### src/rtl/mem_bist_pkg.sv
// Shared types and pattern helpers for the memory BIST engine.
package mem_bist_pkg;

  typedef enum logic [2:0] {
    ST_IDLE  = 3'd0,
    ST_WRITE = 3'd1,
    ST_RD    = 3'd2,
    ST_CHK   = 3'd3,
    ST_DONE  = 3'd4
  } state_e;

  typedef enum logic [1:0] {
    MODE_ZERO  = 2'b00,
    MODE_ADDR  = 2'b01,
    MODE_RAND  = 2'b10,
    MODE_CHECK = 2'b11
  } mode_e;

  // Feedback taps at bits 7, 5, 4 and 3.
  localparam logic [7:0] LFSR_TAPS = 8'hB8;
  localparam logic [7:0] PAT_EVEN  = 8'h55;
  localparam logic [7:0] PAT_ODD   = 8'hAA;

  function automatic logic [7:0] lfsr_step(input logic [7:0] d);
    return {d[6:0], ^(d & LFSR_TAPS)};
  endfunction

  // Pattern value for one location; addr is zero-extended to 8 bits.
  function automatic logic [7:0] expected_data(input mode_e m, input logic [7:0] a,
                                               input logic [7:0] lfsr);
    logic [7:0] r;
    r = 8'h00;
    case (m)
      MODE_ZERO:  r = 8'h00;
      MODE_ADDR:  r = a;
      MODE_RAND:  r = lfsr;
      MODE_CHECK: r = a[0] ? PAT_ODD : PAT_EVEN;
      default:    r = 8'h00;
    endcase
    return r;
  endfunction

endpackage

### src/rtl/mem_bist_lfsr.sv
// 8-bit Fibonacci LFSR; load has priority over advance.
module mem_bist_lfsr
  import mem_bist_pkg::*;
#(
  parameter logic [7:0] SEED = 8'hA5
) (
  input  logic       clk,
  input  logic       rst_n,
  input  logic       load,
  input  logic       advance,
  output logic [7:0] value,
  output logic [7:0] value_next
);

  // Next value is exposed so the FSM can look one step ahead.
  always_comb begin
    value_next = lfsr_step(value);
  end

  // Shift register with synchronous reload to the seed.
  always_ff @(posedge clk or negedge rst_n) begin
    if (!rst_n) begin
      value <= SEED;
    end else if (load) begin
      value <= SEED;
    end else if (advance) begin
      value <= value_next;
    end
  end

endmodule

### src/rtl/mem_bist.sv
// Memory BIST engine: fills every location with a pattern, reads it back and
// reports error count, first failing address and pass/fail.
//
// state    | meaning
// ---------+-------------------------------------------------------------
// ST_IDLE  | waiting for start; read/write/busy low
// ST_WRITE | one write per cycle, addr 0..DEPTH-1
// ST_RD    | read strobe at current addr
// ST_CHK   | compare data_out with regenerated pattern, then step addr
// ST_DONE  | one-cycle done pulse, latch pass
module mem_bist
  import mem_bist_pkg::*;
#(
  parameter int         ADDR_W    = 5,
  parameter int         DATA_W    = 8,
  parameter int         DEPTH     = 32,
  parameter logic [7:0] LFSR_SEED = 8'hA5
) (
  input  logic              clk,
  input  logic              rst_n,
  input  logic              start,
  input  logic [1:0]        mode,
  output logic              read,
  output logic              write,
  output logic [ADDR_W-1:0] addr,
  output logic [DATA_W-1:0] data_in,
  input  logic [DATA_W-1:0] data_out,
  output logic              busy,
  output logic              done,
  output logic              pass,
  output logic [ADDR_W:0]   err_count,
  output logic              first_err_valid,
  output logic [ADDR_W-1:0] first_err_addr
);

  // An all-zero seed would lock the LFSR, so it is bumped to 1.
  localparam logic [7:0]        SEED_EFF  = (LFSR_SEED == 8'h00) ? 8'h01 : LFSR_SEED;
  localparam logic [ADDR_W-1:0] LAST_ADDR = ADDR_W'(DEPTH - 1);
  localparam logic [ADDR_W:0]   ERR_MAX   = (ADDR_W + 1)'(DEPTH);

  state_e            state;
  mode_e             mode_q;
  logic [7:0]        lfsr_val;
  logic [7:0]        lfsr_next;
  logic              lfsr_load;
  logic              lfsr_adv;
  logic [ADDR_W-1:0] addr_inc;
  logic              at_last;
  logic [DATA_W-1:0] chk_expected;
  logic              mismatch;

  // LFSR tracks the pattern value of the current addr in both passes.
  always_comb begin
    at_last      = (addr == LAST_ADDR);
    addr_inc     = addr + ADDR_W'(1);
    lfsr_load    = ((state == ST_IDLE) && start) || ((state == ST_WRITE) && at_last);
    lfsr_adv     = (state == ST_WRITE) || (state == ST_CHK);
    chk_expected = DATA_W'(expected_data(mode_q, 8'(addr), lfsr_val));
    mismatch     = (data_out != chk_expected);
  end

  mem_bist_lfsr #(
    .SEED (SEED_EFF)
  ) u_lfsr (
    .clk        (clk),
    .rst_n      (rst_n),
    .load       (lfsr_load),
    .advance    (lfsr_adv),
    .value      (lfsr_val),
    .value_next (lfsr_next)
  );

  // Sequencer with registered bus strobes and result registers.
  always_ff @(posedge clk or negedge rst_n) begin
    if (!rst_n) begin
      state           <= ST_IDLE;
      mode_q          <= MODE_ZERO;
      read            <= 1'b0;
      write           <= 1'b0;
      addr            <= '0;
      data_in         <= '0;
      busy            <= 1'b0;
      done            <= 1'b0;
      pass            <= 1'b0;
      err_count       <= '0;
      first_err_valid <= 1'b0;
      first_err_addr  <= '0;
    end else begin
      case (state)
        ST_IDLE: begin
          done <= 1'b0;
          if (start) begin
            state           <= ST_WRITE;
            mode_q          <= mode_e'(mode);
            write           <= 1'b1;
            read            <= 1'b0;
            addr            <= '0;
            data_in         <= DATA_W'(expected_data(mode_e'(mode), 8'h00, SEED_EFF));
            busy            <= 1'b1;
            pass            <= 1'b0;
            err_count       <= '0;
            first_err_valid <= 1'b0;
            first_err_addr  <= '0;
          end
        end
        ST_WRITE: begin
          if (at_last) begin
            state <= ST_RD;
            write <= 1'b0;
            read  <= 1'b1;
            addr  <= '0;
          end else begin
            addr    <= addr_inc;
            data_in <= DATA_W'(expected_data(mode_q, 8'(addr_inc), lfsr_next));
          end
        end
        ST_RD: begin
          state <= ST_CHK;
          read  <= 1'b0;
        end
        ST_CHK: begin
          if (mismatch) begin
            if (err_count != ERR_MAX) begin
              err_count <= err_count + (ADDR_W + 1)'(1);
            end
            if (!first_err_valid) begin
              first_err_valid <= 1'b1;
              first_err_addr  <= addr;
            end
          end
          if (at_last) begin
            state <= ST_DONE;
            done  <= 1'b1;
          end else begin
            state <= ST_RD;
            addr  <= addr_inc;
            read  <= 1'b1;
          end
        end
        ST_DONE: begin
          state <= ST_IDLE;
          done  <= 1'b0;
          busy  <= 1'b0;
          pass  <= (err_count == '0);
        end
        default: begin
          state <= ST_IDLE;
          read  <= 1'b0;
          write <= 1'b0;
          busy  <= 1'b0;
          done  <= 1'b0;
        end
      endcase
    end
  end

endmodule

### config.mk
export PLATFORM = sky130hd
export DESIGN_NAME = mem_bist
export DESIGN_NICKNAME = d
export VERILOG_FILES = /design/src/rtl/mem_bist_pkg.sv /design/src/rtl/mem_bist_lfsr.sv /design/src/rtl/mem_bist.sv
export SDC_FILE = /design/constraint.sdc
export NUM_CORES = 1
export LEC_CHECK = 0
export BUFFER_PORTS_ARGS = -buffer_cell sky130_fd_sc_hd__buf_4
export CELL_PAD_IN_SITES_DETAIL_PLACEMENT = 0
export CELL_PAD_IN_SITES_GLOBAL_PLACEMENT = 2
export CORE_MARGIN = 2
export CORE_UTILIZATION = 39
export CTS_BUF_LIST = sky130_fd_sc_hd__clkbuf_2
export DETAILED_ROUTE_END_ITERATION = 16
export GPL_TIMING_DRIVEN = 0
export PLACE_DENSITY_LB_ADDON = 0.25
export SLEW_MARGIN = 30
export SYNTH_ARGS = -nofsm -noshare
export SYNTH_HDL_FRONTEND = slang
export SYNTH_SLANG_ARGS = --single-unit
### constraint.sdc
create_clock -name clk -period 5.7 [get_ports clk]
set_input_delay 0.855 -clock clk [delete_from_list [all_inputs] [get_ports clk]]
set_output_delay 0.855 -clock clk [all_outputs]
set_load 0.01 [all_outputs]
# After elaboration in Yosys (flattened, before gate mapping)
# Cells that the tools add are included.
# classes
bitwise	4
n_addsub	2
reduce_logical	30
muxes	37
eq_ne	21
# op_table
operator	count
$pmux W8 S4	2
$mux W8	6
$mux W5	5
$pmux W8 S3	1
$mux W6	3
$pmux W8 S2	1
$pmux W5 S3	1
$ne A2 B2 Y1 const B	7
$pmux W3 S4	1
$pmux W6 S2	1
$reduce_and A3 Y1	4
$reduce_and A4 Y1	3
$pmux W5 S2	1
$reduce_and A2 Y1	5
$mux W3	3
$eq A2 B2 Y1 const B	4
$ne A8 B8 Y1	1
$pmux W1 S2	4
$reduce_bool A2 Y1	4
$reduce_xor A8 Y1	1
$add A6 B1 Y6 const B	1
$eq A3 B2 Y1 const B	2
$logic_not A6 Y1	1
$mux W1	6
17 further kinds	26
# word_totals
reg_bits	43
in_bits	13
word_cells	107
out_inout_bits	30

# Logic depth before layout (Yosys ltp)
# Gate-level depths: netlist (run 1).
# depth
depth_word	5
mapped_depth	10
depth_no_buf	10

# Modules after synthesis
# From an unflattened synthesis (run 1), not the netlist that was laid out.
# unflattened
hier_cells	289
hier_area_um2	2623.8
# modules_own_cells
module	area_per_inst_um2	seq_area_each_um2	instances	cells_each
mem_bist	2215.9	875.8	1	252
mem_bist_lfsr	407.9	205.2	1	37

# Worst setup path after synthesis (run 1)
# OpenSTA, ideal clock, no wires.
# synth_path
path_kind	input to register
from	in data_out[4]
to	reg first_err_addr[0]
path_slack_ns	3.427
required_ns	5.575
setup_ns	0.125
cell_stages	6
path_buffers	0
arrival_ns	2.148
path_cell_list	a21oi_1 > a211oi_2 > a2111oi_2 > a211o_4 > o21bai_4 > mux2_4
# synth_via
elab_chain_len	3
# synth_rtl
element	line_no	source
start: declaration	mem_bist.sv:27	input logic [DATA_W-1:0] data_out,
$ne A8 B8 Y1	mem_bist.sv:59	mismatch = (data_out != chk_expected);
$ne A2 B2 Y1 (no line)	--	
$reduce_and A4 Y1 (no line)	--	
end signal: assignment	mem_bist.sv:128	first_err_addr <= addr;
end: declaration	mem_bist.sv:33	output logic [ADDR_W-1:0] first_err_addr
# No other way between the ends.
# A chain may end at the register's enable or synchronous reset.

# Worst setup path in the final report (run 1)
# layout_path
from	reg addr[0]
to	reg data_in[7]
# layout_via
elab_chain_len	5
# layout_rtl
element	line_no	source
start: declaration	mem_bist.sv:25	output logic [ADDR_W-1:0] addr,
start signal: assignment	mem_bist.sv:113	addr <= addr_inc;
start signal: assignment	mem_bist.sv:136	addr <= addr_inc;
$add A5 B1 Y5	mem_bist.sv:55	addr_inc = addr + ADDR_W'(1);
$mux W8	mem_bist_pkg.sv:37	MODE_CHECK: r = a[0] ? PAT_ODD : PAT_EVEN;
$pmux W8 S4	mem_bist_pkg.sv:33	case (m)
$mux W8	mem_bist.sv:107	if (at_last) begin
$pmux W8 S2	mem_bist.sv:89	case (state)
end signal: assignment	mem_bist.sv:98	data_in <= DATA_W'(expected_data(mode_e'(mode), 8'h00, SEED_EFF));
end signal: assignment	mem_bist.sv:114	data_in <= DATA_W'(expected_data(mode_q, 8'(addr_inc), lfsr_next));
end: declaration	mem_bist.sv:26	output logic [DATA_W-1:0] data_in,
# Parallel ways exist; a longest one is shown, timed or not. The select of a mux whose other input is x is not followed.

==> metrics.log, run 1 <==
INFO  metric hpwlAfterDp = 4760 um
INFO  metric layout.cell_area.non_filler = 3060 sq um
INFO  metric postCtsResizedCells = 0
INFO  metric vias = 2,124
INFO  metric cts.path.max_buffers = 2
INFO  metric skew = 0.0325 ns
INFO  metric floorplan.io_pins = 43
INFO  metric gp_congestion = 0.806
INFO  metric post_route_cells_drive_above_1_share = 30.8%
INFO  metric post_synth_inst_count = 265
INFO  metric synth.cell_area = 2580 sq um
INFO  metric synth_top_area_share = 37.8%
INFO  metric post_synth_num_cell_types = 55
INFO  metric synth.yosys.seq_area_share = 41.8%
INFO  metric viasPerCell = 5.42
INFO  metric post-place-ws = 3.06 ns
INFO  metric postSynthNetCount = 282
INFO  metric drt_iter0_drc = 98
INFO  metric cts.sinks = 43
INFO  metric slew_headroom = 50.9%
INFO  metric synthesis.area_per_instance = 9.75 sq um
INFO  metric placed_cell_area = 3000 sq um
INFO  metric worst_skew_pair.late_latency = 0.43 ns
INFO  metric seqCellArea = 1080 sq um
INFO  metric synth_warnings = 0
INFO  metric drtAntennaViolNets = 0
INFO  metric worstPathMaxFanout = 10
INFO  metric overflow = 0
INFO  metric layout_area_overhead = 18.4%
INFO  metric finalSetupViolCount = 0
INFO  metric die_w = 85.4 um
INFO  metric synth_top_flop_cell = dfrtp_1
INFO  metric fp.coreArea = 6390 sq um
INFO  metric ir_worst_vdd = 0.125 mV
INFO  metric fmaxAchievable = 378 MHz
INFO  metric post_layout_nonfiller_instances = 392
INFO  metric first_global_vias = 2,037
INFO  metric layout_setup_ws = 3.06 ns
INFO  metric asyncSetResetFlopFracSynth = 100%
INFO  metric clk_root_buffer_cell = clkbuf_2
INFO  metric maximum_number_of_pins_on_one_net_before_global_route_repair = 44
INFO  metric cts_inserted_buffers = 5
INFO  metric firstDrtPassIters = 4
INFO  metric nFillCells = 652
INFO  metric power_density = 210 nW/um^2
INFO  metric min_period_over_period = 46.4%
INFO  metric worstPathArrival = 2.94 ns
INFO  metric criticalPathCategory = reg2reg
INFO  metric final.setup.tns = 0 ns
INFO  metric grt_pass1_wl = 10,700 um
INFO  metric postSynthRegisterBits = 43
INFO  metric grt_util_all_layers = 19.0%
INFO  metric number_of_enable_type_register_cells_in_the_synthesized_netlist = 0
INFO  metric run_status = complete, no violations
INFO  metric h_tree_levels = 2
INFO  metric rsz0062_at_grt = false
INFO  metric number_of_antenna_violations_at_the_first_check_in_global_routing = 0
INFO  metric dieArea = 7300 sq um
INFO  metric site_row_count = 29
INFO  metric detail_route.wl_per_cell = 16.1 um
INFO  metric post_synth_most_frequent_cells = dfrtp_1 (39), nand2_1 (39), o21ai_0 (25)
INFO  metric regToRegSetupSlack = 3.06 ns
INFO  metric antenna_cells_inserted = 0
INFO  metric critical_path_required = 6.00 ns
INFO  metric measured_slew_at_the_worst_slew_check_pin = 0.731 ns
INFO  metric wirelength = 6330 um
INFO  metric ys_top_cells_by_area = dfrtp_1 (38%), nand2_1 (5.7%), o21ai_0 (4.8%)
INFO  metric post-route-drc-count = 0
INFO  metric tritoncts = done
INFO  metric place.detailed.instances = 384
INFO  metric synth_top_area_cell = dfrtp_1
INFO  metric portBuffers = 42
INFO  metric min_period = 2.64 ns
INFO  metric holdCritPathClass = in2async
INFO  metric maxCapViolCount = 0
INFO  metric cp-end-kind = register
INFO  metric slew_violations = 0
INFO  metric postCtsHoldBufs = 0
INFO  metric p_leak = 1.44 nW
INFO  metric report.final.hold_viol_count = 0
INFO  metric die_y = 85.4 um
INFO  metric cts.repair_timing.setup_buffer_count = 0
INFO  metric initial_cell_density_of_the_core = 40.5%
INFO  metric worst_setup_hold_path_clk_slew = 0.24 ns
INFO  metric finalNetCount = 331
INFO  metric multi_input_comb_area = 1360 sq um
INFO  metric critPathLaunchType = register
[per-stage QoR]
step	hold slack, ns	power (mW)	utilization [%]
after floorplan	0.469	0.418	-
after CTS	0.370	0.653	47.9
final	0.355	0.644	47.9
after global placement	0.460	0.475	46.9
after detailed placement	0.465	0.476	46.9
after global routing	0.364	0.688	47.9
[power by group]
| group | internal (mW) | switching, mW |
|---|---|---|
| combinational | 0.0622 | 0.0575 |
| sequential | 0.324 | 0.0255 |
| clock | 0.0721 | 0.102 |
| total | 0.458 | 0.185 |
[critical path, cell delays in order, from the launching register on]
cell and delay [ns]:
dfrtp_1 0.57, ha_1 0.28, and3_1 0.18, ha_1 0.32
nor2b_1 0.08, o21ai_0 0.53, clkbuf_1 0.39, o21ai_0 0.15
[cell usage in the layout, fill, tap and decap left out, types with 3 or more instances in the layout]
cell type / netlist / layout
and3_1: 3 / 3
nand3_1: 8 / 8
nand2b_1: 4 / 4
nand2_1: 39 / 39
a21o_1: 3 / 3
clkbuf_1: 4 / 4
dfstp_2: 4 / 4
o31ai_1: 5 / 5
a211oi_2: 3 / 3
o21ai_0: 25 / 25
xnor2_1: 9 / 9
and3_2: 7 / 7
clkbuf_2: 0 / 5
ha_1: 4 / 4
buf_6: 7 / 7
inv_1: 8 / 8
o22a_1: 3 / 3
nor2_1: 18 / 18
o211a_1: 3 / 3
nor2b_1: 5 / 5
a22o_1: 3 / 3
mux2_2: 4 / 4
buf_4: 0 / 42
mux2_4: 8 / 8
dfrtp_1: 39 / 39
a21oi_1: 13 / 13
[routing by layer]
layer  track usage (%)  wire length, um  up-vias  share of wire, %
met2              27.8             2800       49                44
met1              28.0             3160     1027                50
met5                 0                0        -                 0
met3              4.09              258        8               4.1
met4              5.77              109        0               1.7
li1                  -                -     1040                 -
[state kept, by name (all words and copies together), names as in the netlist]
name             count
data_in              8
busy                 1
mode_q               2
write                1
read                 1
pass                 1
err_count            6
first_err_valid      1
addr                 5
u_lfsr.value         8
state                3
done                 1
first_err_addr       5
[cells by family after synthesis]
logic type                 Yosys count  share of synthesized area [%]
muxes                               13                           6.78
DFF                                 43                           41.8
xor gates and xnor gates            10                           3.39
buffers and inverters               21                           5.52
and+or+nand+nor                     97                           19.4
AOI/OAI and AO/OA                   77                           21.2
adders and majority gates            4                           1.94
[cell type report]
class	instances	area share [%]
multi-input cells	201	44.5
clock inverters	3	1.27
well taps	77	3.15
inverters	8	0.981
clock buffers	5	0.818
plain buffers	13	3.68
flip-flops and latches	43	35.3
repair buffers	42	10.3
[path summary, 6_finish.rpt]
| kind | endpoint | start | depth (start not counted) |
|---|---|---|---|
| min in group clk | data_in[3]$_DFFE_PN0P_ | data_in[3]$_DFFE_PN0P_ | 1 |
| hold / removal | first_err_addr[4]$_DFFE_PN0P_ | rst_n | 1 |
| setup / recovery | data_in[7]$_DFFE_PN0P_ | addr[0]$_DFFE_PN0P_ | 7 |
| setup reg to reg | data_in[7]$_DFFE_PN0P_ | addr[0]$_DFFE_PN0P_ | 7 |
| max in group asynchronous | u_lfsr.value[7]$_DFFE_PN1P_ | rst_n | 1 |
| hold reg to reg | data_in[3]$_DFFE_PN0P_ | data_in[3]$_DFFE_PN0P_ | 1 |
No activity file was read; power rests on OpenSTA's default activity.
==> run 2: changes to the inputs <==
--- a/config.mk
+++ b/config.mk
@@ -9,7 +9,7 @@
 export CELL_PAD_IN_SITES_DETAIL_PLACEMENT = 0
 export CELL_PAD_IN_SITES_GLOBAL_PLACEMENT = 2
 export CORE_MARGIN = 2
-export CORE_UTILIZATION = 39
+export CORE_UTILIZATION = 36
 export CTS_BUF_LIST = sky130_fd_sc_hd__clkbuf_2
 export DETAILED_ROUTE_END_ITERATION = 16
 export GPL_TIMING_DRIVEN = 0
==> constraint.sdc (replaced) <==
create_clock -name clk -period 2.51 [get_ports clk]
set_input_delay 0.3765 -clock clk [delete_from_list [all_inputs] [get_ports clk]]
set_output_delay 0.3765 -clock clk [all_outputs]
set_load 0.01 [all_outputs]
==> metrics.log, run 2 (synthesis gave the netlist of run 1 again) <==
INFO  metric clockPowerShare = 21.7% (-5.4 points)
INFO  metric comb_power_share = 20.4% (+1.8 points)
INFO  metric cts.path.max_buffers = 2 (unchanged)
INFO  metric worstPathArrival = 2.77 ns (-0.17 ns)
INFO  metric slew_violations = 0 (unchanged)
INFO  metric h_tree_levels = 2 (unchanged)
INFO  metric p_leak = 1.46 nW (+1.4%)
INFO  metric worst_setup_hold_path_clk_slew = 0.22 ns (-0.02 ns)
INFO  metric worstPathMaxFanout = 10 (unchanged)
INFO  metric maximum_number_of_pins_on_one_net_before_global_route_repair = 44 (unchanged)
INFO  metric mostFrequentLayoutCell = buf_4
INFO  metric power_density = 437 nW/um^2 (+110%)
INFO  metric wirelength = 6590 um (+4.2%)
INFO  metric post_route_cells_drive_above_1_share = 32.4% (+1.6 points)
INFO  metric report.final.hold_viol_count = 0 (unchanged)
INFO  metric holdCritPathClass = in2reg
INFO  metric rsz0062_at_grt = false
INFO  metric hpwlAfterDp = 4910 um (+3.1%)
INFO  metric critPathLaunchType = register
INFO  metric layout.cells.most_common_list = buf_4 (48), nand2_1 (39), dfrtp_1 (38)
INFO  metric post-place-ws = -0.133 ns (-3.20 ns)
INFO  metric number_of_antenna_violations_at_the_first_check_in_global_routing = 0 (unchanged)
INFO  metric gp_congestion = 0.775 (-3.9%)
INFO  metric post-route-drc-count = 0 (unchanged)
INFO  metric maxCapViolCount = 0 (unchanged)
INFO  metric nFillCells = 697 (+6.9%)
INFO  metric power_report.internal_total = 0.949 mW (+110%)
INFO  metric clk_root_buffer_cell = clkbuf_2
INFO  metric finalSetupViolCount = 0 (unchanged)
INFO  metric min_period_over_period = 96.8% (+50 points)
INFO  metric overflow = 0 (unchanged)
INFO  metric worst_skew_pair.late_latency = 0.41 ns (-0.02 ns)
INFO  metric dieArea = 7870 sq um (+7.9%)
INFO  metric criticalPathCategory = reg2reg
INFO  metric portBuffers = 42 (unchanged)
INFO  metric fmaxAchievable = 411 MHz (+8.7%)
INFO  metric vias = 2,134 (+0.47%)
INFO  metric cts.sinks = 43 (unchanged)
INFO  metric detail_route.wl_per_cell = 15.8 um (-2.1%)
INFO  metric fp.coreArea = 6870 sq um (+7.6%)
INFO  metric finalNetCount = 337 (+1.8%)
INFO  metric initial_cell_density_of_the_core = 37.6% (-2.8 points)
INFO  metric grt_util_all_layers = 17.6% (-1.3 points)
INFO  metric die_w = 88.7 um (+3.9%)
INFO  metric seqCellArea = 1080 sq um (+0.12%)
INFO  metric slew_headroom = 60.5% (+9.6 points)
INFO  metric die_y = 88.7 um (+3.9%)
INFO  metric ir_worst_vdd = 0.305 mV (+150%)
INFO  metric critical_path_required = 2.85 ns (-3.15 ns)
INFO  metric grt_pass1_wl = 10,500 um (-2.2%)
INFO  metric swShare = 30.7% (+1.9 points)
INFO  metric min_period = 2.43 ns (-0.211 ns)
INFO  metric layout_area_overhead = 21.2%
INFO  metric place.detailed.instances = 403 (+4.9%)
INFO  metric finalPower = 1.37 mW (+110%)
INFO  metric seq_power_share = 57.9% (+3.6 points)
INFO  metric drtAntennaViolNets = 0 (unchanged)
INFO  metric floorplan.io_pins = 43 (unchanged)
INFO  metric tritoncts = done
INFO  metric run_status = complete, no violations
INFO  metric measured_slew_at_the_worst_slew_check_pin = 0.588 ns (-0.144 ns)
INFO  metric power_switching = 0.420 mW (+130%)
INFO  metric site_row_count = 30 (+3.4%)
INFO  metric layout_setup_ws = 0.0793 ns (-2.98 ns)
INFO  metric final.setup.tns = 0 ns (unchanged)
INFO  metric largest_registers = data_in (8), u_lfsr.value (8), err_count (6)
INFO  metric cp-end-kind = register
INFO  metric post_layout_nonfiller_instances = 417 (+6.4%)
INFO  metric multi_input_comb_area = 1380 sq um (+1.7%)
INFO  metric cts_inserted_buffers = 5 (unchanged)
INFO  metric drt_iter0_drc = 141 (+44%)
INFO  metric antenna_cells_inserted = 0 (unchanged)
INFO  metric firstDrtPassIters = 4 (unchanged)
INFO  metric first_global_vias = 1,986 (-2.5%)
INFO  metric viasPerCell = 5.12 (-5.6%)
INFO  metric skew = 0.0147 ns (-0.0178 ns)
-- run 2: cell types whose count changed in the layout (fill, tap and decap cells not counted), moves of 2 or more --
cell / delta
buf_4: +6
o21ai_0: -5
o21ai_1: +5
clkbuf_2: +2
-- run 2: worst max-delay path, stage by stage (launching register included) --
cell and delay, ns:
dfrtp_2 0.48, buf_4 0.18, mux2_4 0.28, a22oi_2 0.13, xnor2_1 0.16, nor4_2 0.07, buf_4 0.15, a211o_4 0.36
o21bai_4 0.23, mux2_4 0.32
-- run 2: path summary, 6_finish.rpt --
path | from | end | slack [ns] | cells after the start
worst max-delay path | addr[0]$_DFFE_PN0P_ | first_err_addr[3]$_DFFE_PN0P_ | 0.08 | 9
worst min-delay path | mode[1] | mode_q[1]$_DFFE_PN0P_ | 0.22 | 2
worst max register to register | addr[0]$_DFFE_PN0P_ | first_err_addr[3]$_DFFE_PN0P_ | 0.08 | 9
worst min register to register | data_in[3]$_DFFE_PN0P_ | data_in[3]$_DFFE_PN0P_ | 0.51 | 1
max in group asynchronous | rst_n | addr[0]$_DFFE_PN0P_ | 1.63 | 2
min in group asynchronous | rst_n | first_err_addr[4]$_DFFE_PN0P_ | 0.46 | 2
-- run 2: per-layer routing --
| layer | GRT usage, % | vias to the layer above | routed length, um |
|---|---|---|---|
| met5 | 0 | - | 0 |
| met4 | 4.27 | 0 | 68 |
| met3 | 3.08 | 5 | 253 |
| met2 | 27.9 | 38 | 3130 |
| met1 | 25.0 | 1037 | 3150 |
| li1 | - | 1054 | - |
-- run 2: what timing repair did --
| action | CTS | global route |
|---|---|---|
| endpoints found under the hold margin | 39 | 0 |
| setup endpoints to repair | 12 | 11 |
| hold buffers | 1 | 0 |
| resized for setup | 3 | 10 |
| pin swaps | 0 | 3 |
| setup buffers | 0 | 5 |
-- run 2: stage by stage --
stage	area (sq um)	utilization, %	hold slack, ns
final	3130	45.6	0.215
after global routing	3130	45.6	0.177
after CTS	3080	44.9	0.191
after detailed placement	3020	44.0	0.417
after global placement	3020	44.0	0.413
after floorplan	2580	-	0.0809
-- run 2: area by class of cell --
type,instances,area share [%]
multi-input combinational,201,44.2
sequential,43,34.5
timing repair buffer,48,11.6
tap,96,3.83
buffer,13,3.71
clock buffer,6,0.958
inverter,8,0.958
clock inverter,2,0.240
-- run 2: power by group through the flow --
stage	logic [mW]	clock network (mW)	registers [mW]
5_1_grt	0.313	0.351	0.802
4_1_cts	0.280	0.316	0.793
6_report	0.279	0.297	0.792
3_3_place_gp	0.273	0	0.805
2_1_floorplan	0.137	0	0.812
3_5_place_dp	0.275	0	0.805
==> run 3: changes to the inputs <==
--- a/config.mk
+++ b/config.mk
@@ -14,6 +14,7 @@
 export DETAILED_ROUTE_END_ITERATION = 16
 export GPL_TIMING_DRIVEN = 0
 export PLACE_DENSITY_LB_ADDON = 0.25
+export SETUP_SLACK_MARGIN = 0.4
 export SLEW_MARGIN = 30
 export SYNTH_ARGS = -nofsm -noshare
 export SYNTH_HDL_FRONTEND = slang
==> metrics.log, run 3 (synthesis gave the netlist of run 1 again) <==
INFO  metric rr_endpoint = first_err_addr[3]$_DFFE_PN0P_
INFO  metric layout_area_overhead = 26.8%
INFO  metric run_status = complete, no violations
INFO  metric criticalPathCategory = reg2reg
INFO  metric regToRegSetupSlack = 0.07 ns (about the same)
INFO  metric fin_worst_hold_slack = 0.204 ns (-0.0115 ns)
INFO  metric worstPathMaxFanout = 5 (-5)
INFO  metric wirelength = 6800 um (+3.1%)
INFO  metric min_period = 2.44 ns (+0.0111 ns)
INFO  metric final.setup.tns = 0 ns (unchanged)
INFO  metric detail_route.wl_per_cell = 16.0 um (+1.4%)
INFO  metric slew_violations = 0 (unchanged)
INFO  metric largest_registers = data_in (8), u_lfsr.value (8), err_count (6)
INFO  metric critPathLaunchType = register
INFO  metric worst_skew_pair.late_latency = 0.42 ns (about the same)
INFO  metric mostFrequentLayoutCell = buf_4
INFO  metric finalPower = 1.41 mW (+2.7%)
INFO  metric number_of_antenna_violations_at_the_first_check_in_global_routing = 0 (unchanged)
INFO  metric report.final.hold_viol_count = 0 (unchanged)
INFO  metric comb_power_share = 21.2% (+0.8 points)
INFO  metric rsz0062_at_grt = true
INFO  metric portBuffers = 42 (unchanged)
INFO  metric fp.coreArea = 6870 sq um (unchanged)
INFO  metric power_report.internal_total = 0.967 mW (+1.9%)
INFO  metric grt_pass1_wl = 10,900 um (+4.0%)
INFO  metric drt_iter0_drc = 108 (-23%)
INFO  metric worst-r2r-cell-count = 9 (unchanged)
INFO  metric vias = 2,153 (+0.89%)
INFO  metric post-place-ws = -0.0215 ns (+0.112 ns)
INFO  metric seq_power_share = 57.0% (-0.9 points)
INFO  metric ir_worst_vdd = 0.303 mV (-0.76%)
INFO  metric routed-wl-met2 = 3120 um (-0.19%)
INFO  metric viasPerCell = 5.08 (-0.78%)
INFO  metric overflow = 0 (unchanged)
INFO  metric post-route-drc-count = 0 (unchanged)
INFO  metric layout_setup_ws = 0.0681 ns (-0.0111 ns)
INFO  metric measured_slew_at_the_worst_slew_check_pin = 0.605 ns (+0.0172 ns)
INFO  metric detail_route.wirelength.met1 = 3360 um (+6.8%)
INFO  metric tritoncts = done
INFO  metric worst_hold_startpoint = mode[1]
INFO  metric p_leak = 1.51 nW (+3.8%)
INFO  metric dieArea = 7870 sq um (unchanged)
INFO  metric skew = 0.0259 ns (+0.0112 ns)
INFO  metric swShare = 31.3% (+0.56 points)
INFO  metric worstPathArrival = 2.76 ns (about the same)
INFO  metric clk_root_buffer_cell = clkbuf_2
INFO  metric highest_layer = met4
INFO  metric fmaxAchievable = 410 MHz (-0.46%)
INFO  metric gp_congestion = 0.758 (-2.2%)
INFO  metric first_global_vias = 2,065 (+4.0%)
INFO  metric min_to = mode_q[1]$_DFFE_PN0P_
INFO  metric grt_util_all_layers = 18.3% (+0.69 points)
INFO  metric clockPowerShare = 21.8% (about the same)
INFO  metric h_tree_levels = 2 (unchanged)
INFO  metric drtAntennaViolNets = 0 (unchanged)
INFO  metric die_w = 88.7 um (unchanged)
INFO  metric min_period_over_period = 97.3% (+0.44 points)
INFO  metric wl_met3 = 261 um (+3.2%)
INFO  metric maxCapViolCount = 0 (unchanged)
INFO  metric finalNetCount = 344 (+2.1%)
INFO  metric layout.cells.most_common_list = buf_4 (53), nand2_1 (39), dfrtp_1 (36)
INFO  metric power_density = 429 nW/um^2 (-1.8%)
INFO  metric hold_depth = 2 (unchanged)
INFO  metric post_route_cells_drive_above_1_share = 39.3% (+6.9 points)
INFO  metric slew_headroom = 59.4% (-1.2 points)
INFO  metric site_row_count = 30 (unchanged)
INFO  metric critical_path_required = 2.83 ns (-0.02 ns)
INFO  metric holdCritPathClass = in2reg
INFO  metric finalSetupViolCount = 0 (unchanged)
INFO  metric placed_cell_area = 3030 sq um (+0.41%)
INFO  metric cts.path.max_buffers = 2 (unchanged)
INFO  metric initial_cell_density_of_the_core = 37.6% (unchanged)
INFO  metric worst_setup_hold_path_clk_slew = 0.24 ns (+0.02 ns)
INFO  metric hpwlAfterDp = 4940 um (+0.54%)
INFO  metric cts.sinks = 43 (unchanged)
INFO  metric maximum_number_of_pins_on_one_net_before_global_route_repair = 44 (unchanged)
INFO  metric floorplan.io_pins = 43 (unchanged)
INFO  metric firstDrtPassIters = 4 (unchanged)
INFO  metric die_y = 88.7 um (unchanged)
INFO  metric layout.cell_area.non_filler = 3280 sq um (+4.6%)
INFO  metric power_switching = 0.440 mW (+4.6%)
INFO  metric regToRegStartpoint = addr[0]$_DFFE_PN0P_
INFO  metric antenna_cells_inserted = 0 (unchanged)
INFO  metric cts_inserted_buffers = 5 (unchanged)
INFO  metric cp-end-kind = register
==> run 3: changes by cell type in the layout (fill, tap and decap cells not counted), sizes merged <==
cell,change
buf,+8
clkinv,-1
==> run 3: worst max-delay path, stage by stage (launching register included) <==
cell and delay (ns):
dfrtp_2 0.52, buf_6 0.15, mux2_4 0.27, a22oi_2 0.13, xnor2_1 0.17, nor4_2 0.07
buf_4 0.15, a211o_4 0.33, o21bai_4 0.22, mux2_4 0.32
==> run 3: timing repair <==
action / in CTS / in global routing
resized for setup: 14 / 29
buffers inserted: 7 / 4
pin swaps: 3 / 3
gates cloned: 0 / 1
hold endpoints to repair: 39 / 0
endpoints found under the setup margin: 28 / 22
hold buffers: 1 / 0
==> run 3: cell type report <==
type	instances	area [sq um]
Timing Repair Buffer	55	420
Multi-Input combinational cell	201	1460
Tap cell	96	120
Sequential cell	43	1080
Clock inverter	1	5.00
Buffer	13	123
Inverter	8	32.5
Clock buffer	7	35.0
Fill cell	692	3590
==> run 3: routing by layer <==
metal | vias up | GRT usage (%)
met1 | 1039 | 26.9
met4 | 0 | 4.13
met3 | 5 | 2.99
li1 | 1067 | -
met2 | 42 | 28.2
met5 | - | 0
==> run 3: power groups by stage <==
| stage | clock (mW) | sequential, mW | combinational (mW) |
|---|---|---|---|
| floorplan | 0 | 0.812 | 0.138 |
| global placement | 0 | 0.806 | 0.274 |
| detailed placement | 0 | 0.806 | 0.277 |
| CTS | 0.323 | 0.794 | 0.284 |
| global route | 0.355 | 0.812 | 0.331 |
| finish | 0.307 | 0.802 | 0.298 |
==> run 3: worst max-delay path by stage <==
stage / start / to / slack [ns] / depth (start not counted)
after floorplan: addr[0]$_DFFE_PN0P_ / first_err_addr[0]$_DFFE_PN0P_ / 0.34 / 8
after global placement: addr[1]$_DFFE_PN0P_ / data_in[6]$_DFFE_PN0P_ / -0.05 / 7
after detailed placement: addr[0]$_DFFE_PN0P_ / data_in[5]$_DFFE_PN0P_ / -0.02 / 7
after CTS: mode_q[0]$_DFFE_PN0P_ / first_err_addr[3]$_DFFE_PN0P_ / 0.08 / 9
after global routing: addr[0]$_DFFE_PN0P_ / first_err_addr[3]$_DFFE_PN0P_ / 0.04 / 9
final: addr[0]$_DFFE_PN0P_ / first_err_addr[3]$_DFFE_PN0P_ / 0.07 / 9
==> run 3: stage by stage <==
| stage | std cells | utilization [%] |
|---|---|---|
| after floorplan | 265 | - |
| after global placement | 403 | 44.2 |
| after detailed placement | 403 | 44.2 |
| after CTS | 419 | 46.3 |
| after global routing | 424 | 47.7 |
| final | 424 | 47.7 |
